### src/rtl/synth_pkg.sv
// Shared types and constants for the MIDI-to-synth note scheduler.
package synth_pkg;

  typedef enum logic [1:0] {
    EV_NOTE_OFF = 2'd0,
    EV_NOTE_ON  = 2'd1,
    EV_CTRL     = 2'd2,
    EV_RSVD     = 2'd3
  } ev_type_t;

  localparam logic [7:0] KEY_ADDR_BASE  = 8'h00;
  localparam logic [7:0] CTRL_ADDR_BASE = 8'h80;
  localparam int         PLAY_BIT       = 7;
  localparam int         NUM_CTRL       = 16;
  localparam int         KEY_W          = 7;
  localparam int         VEL_W          = 7;
  localparam int         EV_DATA_W      = 20;

  // Index width that stays legal for a single-entry table.
  function automatic int idx_width(input int n);
    return (n > 1) ? $clog2(n) : 1;
  endfunction

endpackage

### src/rtl/voice_age_search.sv
// Combinational voice-table search: oldest valid entry (modular age, lowest index on ties),
// first free entry, and the entry holding a given key.
module voice_age_search
  import synth_pkg::*;
#(
  parameter int MAX_VOICES = 8,
  parameter int AGE_W      = 8,
  localparam int IDX_W     = idx_width(MAX_VOICES)
) (
  input  logic [MAX_VOICES-1:0]            i_vld,
  input  logic [MAX_VOICES-1:0][KEY_W-1:0] i_key,
  input  logic [MAX_VOICES-1:0][AGE_W-1:0] i_stamp,
  input  logic [AGE_W-1:0]                 i_cnt,
  input  logic [KEY_W-1:0]                 i_key_q,
  output logic [IDX_W-1:0]                 o_victim_idx,
  output logic [IDX_W-1:0]                 o_free_idx,
  output logic                             o_free_found,
  output logic [IDX_W-1:0]                 o_match_idx,
  output logic                             o_match_hit
);

  logic [AGE_W-1:0] w_age;
  logic [AGE_W-1:0] w_best_age;
  logic             w_best_found;

  always_comb begin
    o_victim_idx = '0;
    o_free_idx   = '0;
    o_free_found = 1'b0;
    o_match_idx  = '0;
    o_match_hit  = 1'b0;
    w_age        = '0;
    w_best_age   = '0;
    w_best_found = 1'b0;
    for (int i = 0; i < MAX_VOICES; i++) begin
      // Modular difference keeps ordering correct across counter wrap.
      w_age = i_cnt - i_stamp[i];
      if (!i_vld[i] && !o_free_found) begin
        o_free_found = 1'b1;
        o_free_idx   = IDX_W'(i);
      end
      if (i_vld[i] && !o_match_hit && (i_key[i] == i_key_q)) begin
        o_match_hit = 1'b1;
        o_match_idx = IDX_W'(i);
      end
      if (i_vld[i] && (!w_best_found || (w_age > w_best_age))) begin
        w_best_found = 1'b1;
        w_best_age   = w_age;
        o_victim_idx = IDX_W'(i);
      end
    end
  end

endmodule

### src/rtl/synth_note_scheduler.sv
// Turns note/control events into Avalon writes, tracking held keys in a voice table.
// Build option SYNTH_VOICE_STEAL_EN: steal the oldest voice when full; otherwise drop the note-on.
module synth_note_scheduler
  import synth_pkg::*;
#(
  parameter int MAX_VOICES = 8,
  parameter int AGE_W      = 8
) (
  input  logic        CLK,
  input  logic        RESET_N,
  input  logic        EV_VALID,
  output logic        EV_READY,
  input  logic [1:0]  EV_TYPE,
  input  logic [6:0]  EV_IDX,
  input  logic [19:0] EV_DATA,
  output logic        AVL_WRITE,
  output logic [7:0]  AVL_ADDR,
  output logic [31:0] AVL_WRITEDATA,
  output logic [4:0]  ACTIVE_VOICES,
  output logic        STEAL,
  output logic        DROP
);

  localparam int IDX_W = idx_width(MAX_VOICES);

  typedef enum logic [2:0] {
    IDLE      = 3'd0,
    DECODE    = 3'd1,
`ifdef SYNTH_VOICE_STEAL_EN
    STEAL_OFF = 3'd5,
`endif
    WR_ON     = 3'd2,
    WR_OFF    = 3'd3,
    WR_CTRL   = 3'd4
  } state_t;

  state_t                            r_state;
  state_t                            w_state_nxt;
  ev_type_t                          r_ev_type;
  ev_type_t                          w_ev_type_in;
  logic [KEY_W-1:0]                  r_ev_idx;
  logic [EV_DATA_W-1:0]              r_ev_data;
  logic [MAX_VOICES-1:0]             r_vld;
  logic [MAX_VOICES-1:0][KEY_W-1:0]  r_key;
  logic [MAX_VOICES-1:0][AGE_W-1:0]  r_stamp;
  logic [AGE_W-1:0]                  r_stamp_cnt;
  logic [IDX_W-1:0]                  r_slot;
  logic                              r_hit;
  logic [4:0]                        r_active;
  logic [4:0]                        w_active;
  logic                              w_accept;
  logic [VEL_W-1:0]                  w_vel;
  logic [IDX_W-1:0]                  w_victim_idx;
  logic [IDX_W-1:0]                  w_free_idx;
  logic                              w_free_found;
  logic [IDX_W-1:0]                  w_match_idx;
  logic                              w_match_hit;
  logic [IDX_W-1:0]                  w_slot_sel;

  voice_age_search #(
    .MAX_VOICES (MAX_VOICES),
    .AGE_W      (AGE_W)
  ) u_search (
    .i_vld        (r_vld),
    .i_key        (r_key),
    .i_stamp      (r_stamp),
    .i_cnt        (r_stamp_cnt),
    .i_key_q      (r_ev_idx),
    .o_victim_idx (w_victim_idx),
    .o_free_idx   (w_free_idx),
    .o_free_found (w_free_found),
    .o_match_idx  (w_match_idx),
    .o_match_hit  (w_match_hit)
  );

  assign w_accept     = (r_state == IDLE) && EV_VALID;
  assign w_ev_type_in = ev_type_t'(EV_TYPE);
  assign w_vel        = r_ev_data[VEL_W-1:0];
  // With no hit and no free entry the slot is the victim, which STEAL_OFF relies on.
  assign w_slot_sel   = w_match_hit  ? w_match_idx :
                        w_free_found ? w_free_idx  : w_victim_idx;

  always_ff @(posedge CLK or negedge RESET_N) begin
    if (!RESET_N) begin
      r_state <= IDLE;
    end else begin
      r_state <= w_state_nxt;
    end
  end

  always_comb begin
    w_state_nxt   = r_state;
    EV_READY      = 1'b0;
    AVL_WRITE     = 1'b0;
    AVL_ADDR      = '0;
    AVL_WRITEDATA = '0;
    STEAL         = 1'b0;
    DROP          = 1'b0;
    case (r_state)
      IDLE: begin
        EV_READY = 1'b1;
        if (EV_VALID) w_state_nxt = DECODE;
      end
      DECODE: begin
        case (r_ev_type)
          EV_CTRL:     w_state_nxt = WR_CTRL;
          EV_NOTE_OFF: w_state_nxt = WR_OFF;
          EV_NOTE_ON: begin
            if (w_match_hit || w_free_found) w_state_nxt = WR_ON;
`ifdef SYNTH_VOICE_STEAL_EN
            else w_state_nxt = STEAL_OFF;
`else
            else begin
              DROP        = 1'b1;
              w_state_nxt = IDLE;
            end
`endif
          end
          default:     w_state_nxt = IDLE;
        endcase
      end
`ifdef SYNTH_VOICE_STEAL_EN
      STEAL_OFF: begin
        AVL_WRITE   = 1'b1;
        AVL_ADDR    = KEY_ADDR_BASE | {1'b0, r_key[r_slot]};
        STEAL       = 1'b1;
        w_state_nxt = WR_ON;
      end
`endif
      WR_ON: begin
        AVL_WRITE                  = 1'b1;
        AVL_ADDR                   = KEY_ADDR_BASE | {1'b0, r_ev_idx};
        AVL_WRITEDATA[PLAY_BIT]    = 1'b1;
        AVL_WRITEDATA[VEL_W-1:0]   = w_vel;
        w_state_nxt                = IDLE;
      end
      WR_OFF: begin
        AVL_WRITE                  = 1'b1;
        AVL_ADDR                   = KEY_ADDR_BASE | {1'b0, r_ev_idx};
        AVL_WRITEDATA[VEL_W-1:0]   = w_vel;
        w_state_nxt                = IDLE;
      end
      WR_CTRL: begin
        AVL_WRITE     = 1'b1;
        AVL_ADDR      = CTRL_ADDR_BASE | {4'h0, r_ev_idx[3:0]};
        AVL_WRITEDATA = {12'h0, r_ev_data};
        w_state_nxt   = IDLE;
      end
      default: w_state_nxt = IDLE;
    endcase
  end

  always_ff @(posedge CLK or negedge RESET_N) begin
    if (!RESET_N) begin
      r_ev_type <= EV_NOTE_OFF;
      r_ev_idx  <= '0;
      r_ev_data <= '0;
    end else if (w_accept) begin
      // Velocity-0 note-on is a note-off by MIDI convention.
      r_ev_type <= ((w_ev_type_in == EV_NOTE_ON) && (EV_DATA[VEL_W-1:0] == '0)) ?
                   EV_NOTE_OFF : w_ev_type_in;
      r_ev_idx  <= EV_IDX;
      r_ev_data <= EV_DATA;
    end
  end

  always_ff @(posedge CLK or negedge RESET_N) begin
    if (!RESET_N) begin
      r_vld       <= '0;
      r_key       <= '0;
      r_stamp     <= '0;
      r_stamp_cnt <= '0;
      r_slot      <= '0;
      r_hit       <= 1'b0;
    end else begin
      case (r_state)
        DECODE: begin
          r_slot <= w_slot_sel;
          r_hit  <= w_match_hit;
        end
`ifdef SYNTH_VOICE_STEAL_EN
        STEAL_OFF: r_key[r_slot] <= r_ev_idx;
`endif
        WR_ON: begin
          r_vld[r_slot]   <= 1'b1;
          r_key[r_slot]   <= r_ev_idx;
          r_stamp[r_slot] <= r_stamp_cnt;
          r_stamp_cnt     <= r_stamp_cnt + 1'b1;
        end
        WR_OFF: begin
          if (r_hit) r_vld[r_slot] <= 1'b0;
        end
        default: ;
      endcase
    end
  end

  always_comb begin
    w_active = '0;
    for (int i = 0; i < MAX_VOICES; i++) begin
      w_active = w_active + 5'(r_vld[i]);
    end
  end

  always_ff @(posedge CLK or negedge RESET_N) begin
    if (!RESET_N) begin
      r_active <= '0;
    end else begin
      r_active <= w_active;
    end
  end

  assign ACTIVE_VOICES = r_active;

endmodule

### config.mk
export PLATFORM = sky130hd
export DESIGN_NAME = synth_note_scheduler
export DESIGN_NICKNAME = d
export VERILOG_FILES = /design/src/rtl/synth_pkg.sv /design/src/rtl/voice_age_search.sv /design/src/rtl/synth_note_scheduler.sv
export SDC_FILE = /design/constraint.sdc
export NUM_CORES = 1
export LEC_CHECK = 0
export ABC_AREA = 1
export CAP_MARGIN = 20
export CORE_AREA = 5 5 210 212
export CTS_BUF_LIST = sky130_fd_sc_hd__clkbuf_8
export DETAILED_ROUTE_END_ITERATION = 8
export DIE_AREA = 0 0 215 217
export DONT_BUFFER_PORTS = 1
export PLACE_DENSITY_LB_ADDON = 0.3
export SYNTH_ARGS = -nofsm -noshare
export SYNTH_HDL_FRONTEND = slang
export SYNTH_HIERARCHICAL = 1
export SYNTH_SLANG_ARGS = --single-unit
### constraint.sdc
create_clock -name CLK -period 23.5 [get_ports CLK]
set_clock_uncertainty 0.15 [all_clocks]
set_input_delay 4.7 -clock CLK [delete_from_list [all_inputs] [get_ports CLK]]
set_output_delay 4.7 -clock CLK [all_outputs]
set_load 0.03 [all_outputs]
==> summary.txt <==
Timing
  – Peak Freq: 80.5 MHz
  – Slew @ Worst Pin: 813 ps
  – Slew headroom: 0.455
  – Slew Limit Fails: 0
  – Hold slack final: 328 ps
  – Period utilization: 0.529
  – Hold Vio Cnt, Final: 0
  – Setup violators final: 0
  – Final critical-path setup slack: 11080 ps
  – Tmin final: 12420 ps
  – Post-route setup TNS: 0 ps
  – RSZ-0062 raised after global routing: no

Global routing
  – Grt ovf: 0
  – Initial antenna violation count: 0
  – Vias in the first global route: 10200
  – First-pass GRT wire length: 56000 µm
  – Overall routing resource usage: 0.148
  – Pin count of the biggest net entering global routing: 177

Final layout
  – Antenna diodes: 0
  – FILL cells: 4384
  – Commonest non-fill, non-tap cell in the layout: nand2_1
  – Layout cell share with drive strength beyond 1: 0.0943
  – Area Growth Syn to Fin: 5.15%
  – Commonest non-fill, non-tap cells in the layout: nand2_1, inv_1, dfrtp_1
  – Final nets: 1834

Detailed routing
  – DR vias: 10700
  – Drt initial violations: 757
  – First-pass DRT Iterations: 5
  – Drt via density: 4.79
  – Routed Antenna Nets: 0
  – Post-DR wirelength/cell: 15.6 µm
  – DRC Markers: 0
  – Routed wire length: 34700 µm

Critical path
  – CP delay by family, top: simple AND/OR/NAND/NOR gates
  – Crit Path Max Fanout: 14
  – Crit path largest cell delay: 430 ps
  – Worst EP arrival: 12610 ps
  – Critical path's slowest cell: nand2_1
  – CP bufs+invs: 11
  – Crit Path Class: reg -> reg
  – Crit. End Element: register
  – Worst Path Required: 23690 ps
  – Startpoint types: register
  – CP most frequent cell: nand2_1
  – R2R setup slack: 11080 ps

Floorplan
  – I/O Pins: 81
  – Initial Util: 0.318
  – Core ar.: 0.0418 mm²
  – Die H: 217 µm
  – Die Footprint: 0.0467 mm²
  – FP Rows: 75
  – Die W: 215 µm

Clock network
  – Worst skew pair latency: 450 ps
  – CTS tree: yes
  – CTS sink cnt: 176
  – Clock tree buffer depth: 2
  – Post-CTS setup buffer count: 0
  – CTS Buf Count: 17
  – Hold_buf cts: 0
  – H-tree depth: 4
  – CTS resizes: 0
  – Worst-path clk slew: 90 ps
  – Clk root buf: clkbuf_8

Placement
  – DP HPWL: 26400 µm
  – GPL Wtd Cong: 0.881
  – Pre-CTS WS: 11090 ps
  – Buffers on Ports: 0

Synth
  – Simple-gate area share of the yosys netlist: 0.237
  – Yosys cell types: 65
  – Adder-cell share of the synthesized area: 0.127
  – Post-Syn Instances: 1697
  – Mapped Area: 0.0133 mm²
  – XOR/XNOR Fraction of Synth Area: 0.0473
  – Top FF cell, synth: dfrtp_1
  – Post-synth EDFFs: 0
  – Register area share after synthesis: 0.331
  – Post-Syn Area per Cell: 7.84 µm²
  – Yosys warns: 6
  – Seq cells post-synth: 176
  – Complex-gate fraction of the synthesized area: 0.143
  – Main combinational cell family by area after synthesis: simple AND/OR/NAND/NOR gates
  – Post-synthesis async set-or-reset flop share: 1.00
  – Mux contribution to synthesized area: 0

Run status
  – Status: completed

Run
  – Max-cap violations: 0

Min path
  – Hold Crit Class: reg -> reg
## cells in the mapped netlist, types with 4 or more instances
| master | count | area [µm²] |
|---|---|---|
| buf_2 | 14 | 70.1 |
| o211ai_1 | 5 | 37.5 |
| or2_2 | 7 | 43.8 |
| nor2_1 | 122 | 458 |
| inv_1 | 244 | 916 |
| o21bai_1 | 6 | 45.0 |
| a21o_1 | 6 | 45.0 |
| xor2_1 | 47 | 412 |
| nand2_1 | 339 | 1270 |
| dfrtp_1 | 176 | 4400 |
| a21oi_1 | 99 | 495 |
| nand2_4 | 6 | 67.6 |
| nand4_1 | 17 | 106 |
| o22ai_1 | 4 | 25.0 |
| ha_1 | 116 | 1450 |
| a21oi_2 | 28 | 245 |
| nor2_2 | 18 | 113 |
| fa_1 | 12 | 240 |
| inv_2 | 9 | 33.8 |
| nor3_1 | 10 | 50.1 |
| a211oi_1 | 4 | 30.0 |
| xnor2_1 | 23 | 201 |
| nand3_1 | 80 | 400 |
| nand3_2 | 21 | 210 |
| o21ai_1 | 95 | 475 |
| nor3_2 | 4 | 40.0 |
| or2_4 | 4 | 35.0 |
| o21ai_0 | 46 | 230 |
| buf_4 | 23 | 173 |
| buf_6 | 19 | 214 |
| and2_1 | 22 | 138 |
| nand2_2 | 5 | 31.3 |
| clkinv_1 | 10 | 37.5 |
## final timing paths
path	endpoint	start	cells after the start
setup reg to reg	r_slot[1]	r_stamp_cnt[0]	81
max in group asynchronous	r_stamp[60]	RESET_N	0
min in group asynchronous	r_key[4]	RESET_N	0
hold / removal	r_ev_data[7]	r_ev_data[7]	2
setup / recovery	r_slot[1]	r_stamp_cnt[0]	81
hold reg to reg	r_ev_data[7]	r_ev_data[7]	2
## stage by stage
| stage | instance area, µm² | util | cells |
|---|---|---|---|
| floorplan | 13300 | - | 1710 |
| global placement | 13500 | 0.324 | 2192 |
| detailed placement | 13500 | 0.324 | 2192 |
| CTS | 14000 | 0.334 | 2224 |
| global route | 14000 | 0.335 | 2226 |
| finish | 14000 | 0.335 | 2226 |
## kinds of logic after synthesis
group | Yosys count
AOI/OAI and AO/OA | 322
xor gates and xnor gates | 71
adders and majority gates | 128
buffers and inverters | 328
DFF | 176
other | 1
and+or+nand+nor | 671
## worst reg2reg max path: cells and delay by family (launching register included)
family,cells,cell delay [ps]
DFF,1,400
adders and majority gates,9,2690
AOI/OAI and AO/OA,18,2300
buffers and inverters,11,1560
and+or+nand+nor,43,5220
## layout make-up
class	instances	area, µm²	area share
flip-flops and latches	176	4400	0.315
inverters	266	1010	0.0719
clock buffers	22	303	0.0217
clock inverters	10	109	0.00778
multi-input cells	1206	7420	0.531
repair buffers	7	67.6	0.00483
well taps	539	674	0.0482
## sequential cells by signal, summed over array words and instances, names as in the netlist, named ones only
name / count
r_stamp_cnt: 8
r_ev_type: 2
ACTIVE_VOICES: 4
r_ev_data: 20
r_ev_idx: 7
r_slot: 3
r_hit: 1
r_state: 3
r_key: 56
r_stamp: 64
## routing by layer
metal	share of wire	wire, µm	track usage
met3	0.049	1710	0.0235
met2	0.45	15500	0.235
met4	0.011	388	0.0262
met1	0.49	17100	0.216
met5	0	0	0
Power is left out: the tool's default activity adds up to more than one toggle a clock period on the data nets, which glitch-free logic cannot reach.
==> edit 1 (same settings) <==
`AGE_W` is set to 8 in 2 places; all go to 10.
--- a/src/rtl/voice_age_search.sv
+++ b/src/rtl/voice_age_search.sv
@@ -5,5 +5,5 @@
 #(
   parameter int MAX_VOICES = 8,
-  parameter int AGE_W      = 8,
+  parameter int AGE_W      = 10,
   localparam int IDX_W     = idx_width(MAX_VOICES)
 ) (
--- a/src/rtl/synth_note_scheduler.sv
+++ b/src/rtl/synth_note_scheduler.sv
@@ -5,5 +5,5 @@
 #(
   parameter int MAX_VOICES = 8,
-  parameter int AGE_W      = 8
+  parameter int AGE_W      = 10
 ) (
   input  logic        CLK,
Formal check against the unedited RTL: no difference found for any inputs over 10 cycles, from zero or initial values and one cycle with RESET_N low; that may be too few to reach the edited logic, so the function may still have changed.
==> edit 1 against the unedited design <==
- worst hold slack gained 7.7 ps
- critical path depth is 9 higher
- die area did not move
- sequential cell count grew 18
- wire length is 24% higher
- area after synthesis rose by 14%
- final area increased by 14%
- fmax decreased by 14%
- setup slack worse by 2000 ps
- global-route usage grew 3.4 points
- critical path type unchanged
- highest routed layer unchanged
Power is left out: the tool's default activity adds up to more than one toggle a clock period on the data nets, which glitch-free logic cannot reach.
==> edit 1: results (changes against the unedited design) <==
status=completed; Seq area share=30.4% (-1.0 points); Synth Register Bits=194 (+10%); Worst Setup SP=r_stamp_cnt[0]; CP max stage cell=a21oi_2; Critical Path Fanout Max=16 (+2); initial antenna violation count=1 (+1); synth cell count leaders=482 x nand2_1, 331 x inv_1, 194 x dfrtp_1; Vias/cell=5.02 (+4.7%); largest net degree at the start of global routing=195 (+10%); sequential fraction of the synthesis area=31.9% (-1.2 points); final cell count without fillers=2582 (+16%); Tot GR Track Use=18.1% (+3.4 points); filler cell count=4406 (+0.50%); multi-input gates=1462 (+21%); fraction of area in multi-input gates=53.9% (+0.85 points); clock slew at reported path FFs=110 ps (+20 ps); global-route wire length before repair=68.0 mm (+21%); wire length on met3=1.69 mm (-0.94%); R2R cell count=90 (+11%); Min Hold Slack=336 ps (+7.74 ps); yosys warns=6 (unchanged); layout cells sized above 1=5.63% (-3.8 points); ant diodes=1 (+1); register area=4850 um^2 (+10%); ys async rst share=100% (unchanged); Yosys cell types=52 (-20%); Syn Area/Cell=7.40 um^2 (-5.6%); HPWL after detailed placement=33.3 mm (+26%); Layout clock area frac=2.61% (-0.34 points); drt first pass iters=6 (+1); vias in the first global route=12400 (+22%); Syn Std Cell Area=15200 um^2 (+14%); Placer Congestion=0.938 (+6.5%); critical path arrival=14610 ps (+2000 ps); Non-CTS inverters=340 (+28%); met2 wire len=20.2 mm (+31%); nets@finish=2219 (+21%); final WL=42.8 mm (+24%); # clk buffers=18 (-18%); Final WS setup=9090 ps (-1990 ps); relative slew slack=29.8% (-16 points); M2 GR Usage=30.9% (+7.4 points); wl on met1=19.9 mm (+16%); placed instance count=2547 (+16%); CP Capture Point=r_slot[1]; NonClk Buf Share=0.753% (+0.27 points); met1 Use GR=24.4% (+2.8 points); Post-Place Worst Slack=9420 ps (-1670 ps)
-- edit 1: changes by cell type after synthesis, sizes merged, moves of 15 or more --
| cell | unedited run | this run |
|---|---|---|
| nand3 | 102 | 125 |
| dfrtp | 176 | 194 |
| o21ai | 144 | 189 |
| ha | 116 | 146 |
| nand2 | 350 | 488 |
| a21oi | 128 | 106 |
| xor2 | 48 | 63 |
| inv | 256 | 340 |
-- edit 1: critical path, delay by kind of cell (launching register included) --
kind | cells | cell delay (ps)
simple gates | 48 | 6160
compound gates | 22 | 3140
fa+ha+maj | 9 | 2510
buf+inv | 11 | 1920
flops | 1 | 400
-- edit 1: cells by family after synthesis --
family	after synthesis	synth area share, %
other	1	0.0246
adder cells (fa/ha/maj)	158	13.6
AO/OA/AOI/OAI	362	14.0
XOR/XNOR	88	5.06
buffers and inverters	414	12.0
flip-flops	194	31.9
AND/OR/NAND/NOR	840	23.5
==> edit 2 (same settings) <==
Without the edit above. The 5 states of `state_t` get a Gray code encoding in 3 bits.
--- a/src/rtl/synth_note_scheduler.sv
+++ b/src/rtl/synth_note_scheduler.sv
@@ -25,12 +25,12 @@
 
   typedef enum logic [2:0] {
-    IDLE      = 3'd0,
-    DECODE    = 3'd1,
+    IDLE      = 3'b000,
+    DECODE    = 3'b001,
 `ifdef SYNTH_VOICE_STEAL_EN
     STEAL_OFF = 3'd5,
 `endif
-    WR_ON     = 3'd2,
-    WR_OFF    = 3'd3,
-    WR_CTRL   = 3'd4
+    WR_ON     = 3'b011,
+    WR_OFF    = 3'b010,
+    WR_CTRL   = 3'b110
   } state_t;
 
Formal check against the unedited RTL: same outputs for any inputs over 10 cycles, from zero or initial values and one cycle with RESET_N low; not proved beyond that.
==> edit 2 against the unedited design <==
- area after synthesis shrank 2.0%
- setup slack lost 1.6 ps
- via count grew 0.24%
- first-iteration DRC count shrank 7.3%
- global-route usage grew 0.11 points
- sequential cell count is the same
- final area shrank 1.6%
- count of clock-buffer cells in the layout shrank 3
- wire length grew 0.95%
- synthesized cell count shrank 0.12%
- critical path type unchanged
- final cell count is essentially flat
Power is left out: the tool's default activity adds up to more than one toggle a clock period on the data nets, which glitch-free logic cannot reach.
==> edit 2: results (changes against the unedited design) <==
status=completed; sequential fraction of the synthesis area=33.8% (+0.68 points); global-route wire length before repair=56.6 mm (+1.2%); CP max stage delay=650 ps (+220 ps); synth top area cells=dfrtp_1 34%, ha_1 11%, nand2_1 11%, inv_1 7.2%, o21ai_0 4.0%; Tot GR Track Use=14.9% (+0.11 points); CP max stage cell=dfrtp_1; Hold Startpoint=r_ev_data[7]; R2R cell count=76 (-6.2%); WL per Instance=15.7 um (+1.0%); Hold Path Class=reg2reg; vias in the first global route=10700 (+5.1%); Worst-Skew Late Latency=470 ps (+20 ps); Critical Path Fanout Max=14 (unchanged); initial antenna violation count=0 (unchanged); Vias/cell=4.81 (+0.33%); synth cell count leaders=372 x nand2_1, 249 x inv_1, 176 x dfrtp_1; Post-Place Worst Slack=11200 ps (+117 ps); CTS H-tree lvls=4 (unchanged); DRT iter0 DRCs=702 (-7.3%); Worst Setup SP=r_stamp_cnt[3]; yosys warns=6 (unchanged); Resized cells post-CTS=0 (unchanged); Placer Congestion=0.856 (-2.8%); HPWL after detailed placement=26.6 mm (+0.75%); layout cells sized above 1=7.06% (-2.4 points); nets@finish=1832 (-0.11%); filler cell count=4473 (+2.0%); clock slew at reported path FFs=90 ps (about the same); Slew @ Worst Pin=978 ps (+164 ps); number of buffers added on ports=0 (unchanged); Yosys cell types=63 (-3.1%); max reg flops=64 (unchanged); clk buf depth=2 (unchanged); area share of the largest cell type after synthesis=33.8% (+0.68 points); largest net degree at the start of global routing=177 (unchanged); ys async rst share=100% (unchanged)
-- edit 2: worst max-delay path, delay by kind of cell (launching register included) --
kind,cells,cell delay [ps]
adders and majority gates,8,2550
DFF,1,650
AOI/OAI and AO/OA,24,3370
buffers and inverters,7,980
and+or+nand+nor,37,4570
-- edit 2: per-layer routing --
layer	up-vias	global-route usage [%]	part of all wire, %
li1	5406	-	-
met1	5001	20.7	50
met2	246	24.8	45
met3	42	1.99	3.9
met4	0	3.58	1.6
met5	-	0	0
-- edit 2: metrics by stage --
stage / cells / cell area (um^2) / utilization (%)
floorplan: 1708 / 13100 / -
global placement: 2191 / 13400 / 32.0
detailed placement: 2191 / 13400 / 32.0
CTS: 2223 / 13700 / 32.9
global route: 2224 / 13800 / 32.9
finish: 2224 / 13800 / 32.9
-- edit 2: final timing paths --
kind / end / slack, ps
min in group asynchronous: r_ev_data[10] / 3760
hold / removal: r_ev_data[7] / 340
hold reg to reg: r_ev_data[7] / 340
setup reg to reg: r_slot[2] / 11080
setup / recovery: r_slot[2] / 11080
max in group asynchronous: r_stamp[62] / 19110
-- edit 2: cell type report --
type	instances	area share (%)
tap	539	4.90
sequential	176	32.0
inverter	263	7.23
timing repair buffer	7	0.528
clock buffer	19	1.90
clock inverter	13	0.809
multi-input combinational	1207	52.6
-- edit 2: cells by family after synthesis --
group | Yosys count | synth area share [%]
AO/OA/AOI/OAI | 322 | 13.9
XOR/XNOR | 71 | 4.83
adder cells (fa/ha/maj) | 128 | 13.0
buffers and inverters | 325 | 11.0
flip-flops | 176 | 33.8
other | 1 | 0.0288
AND/OR/NAND/NOR | 672 | 23.4
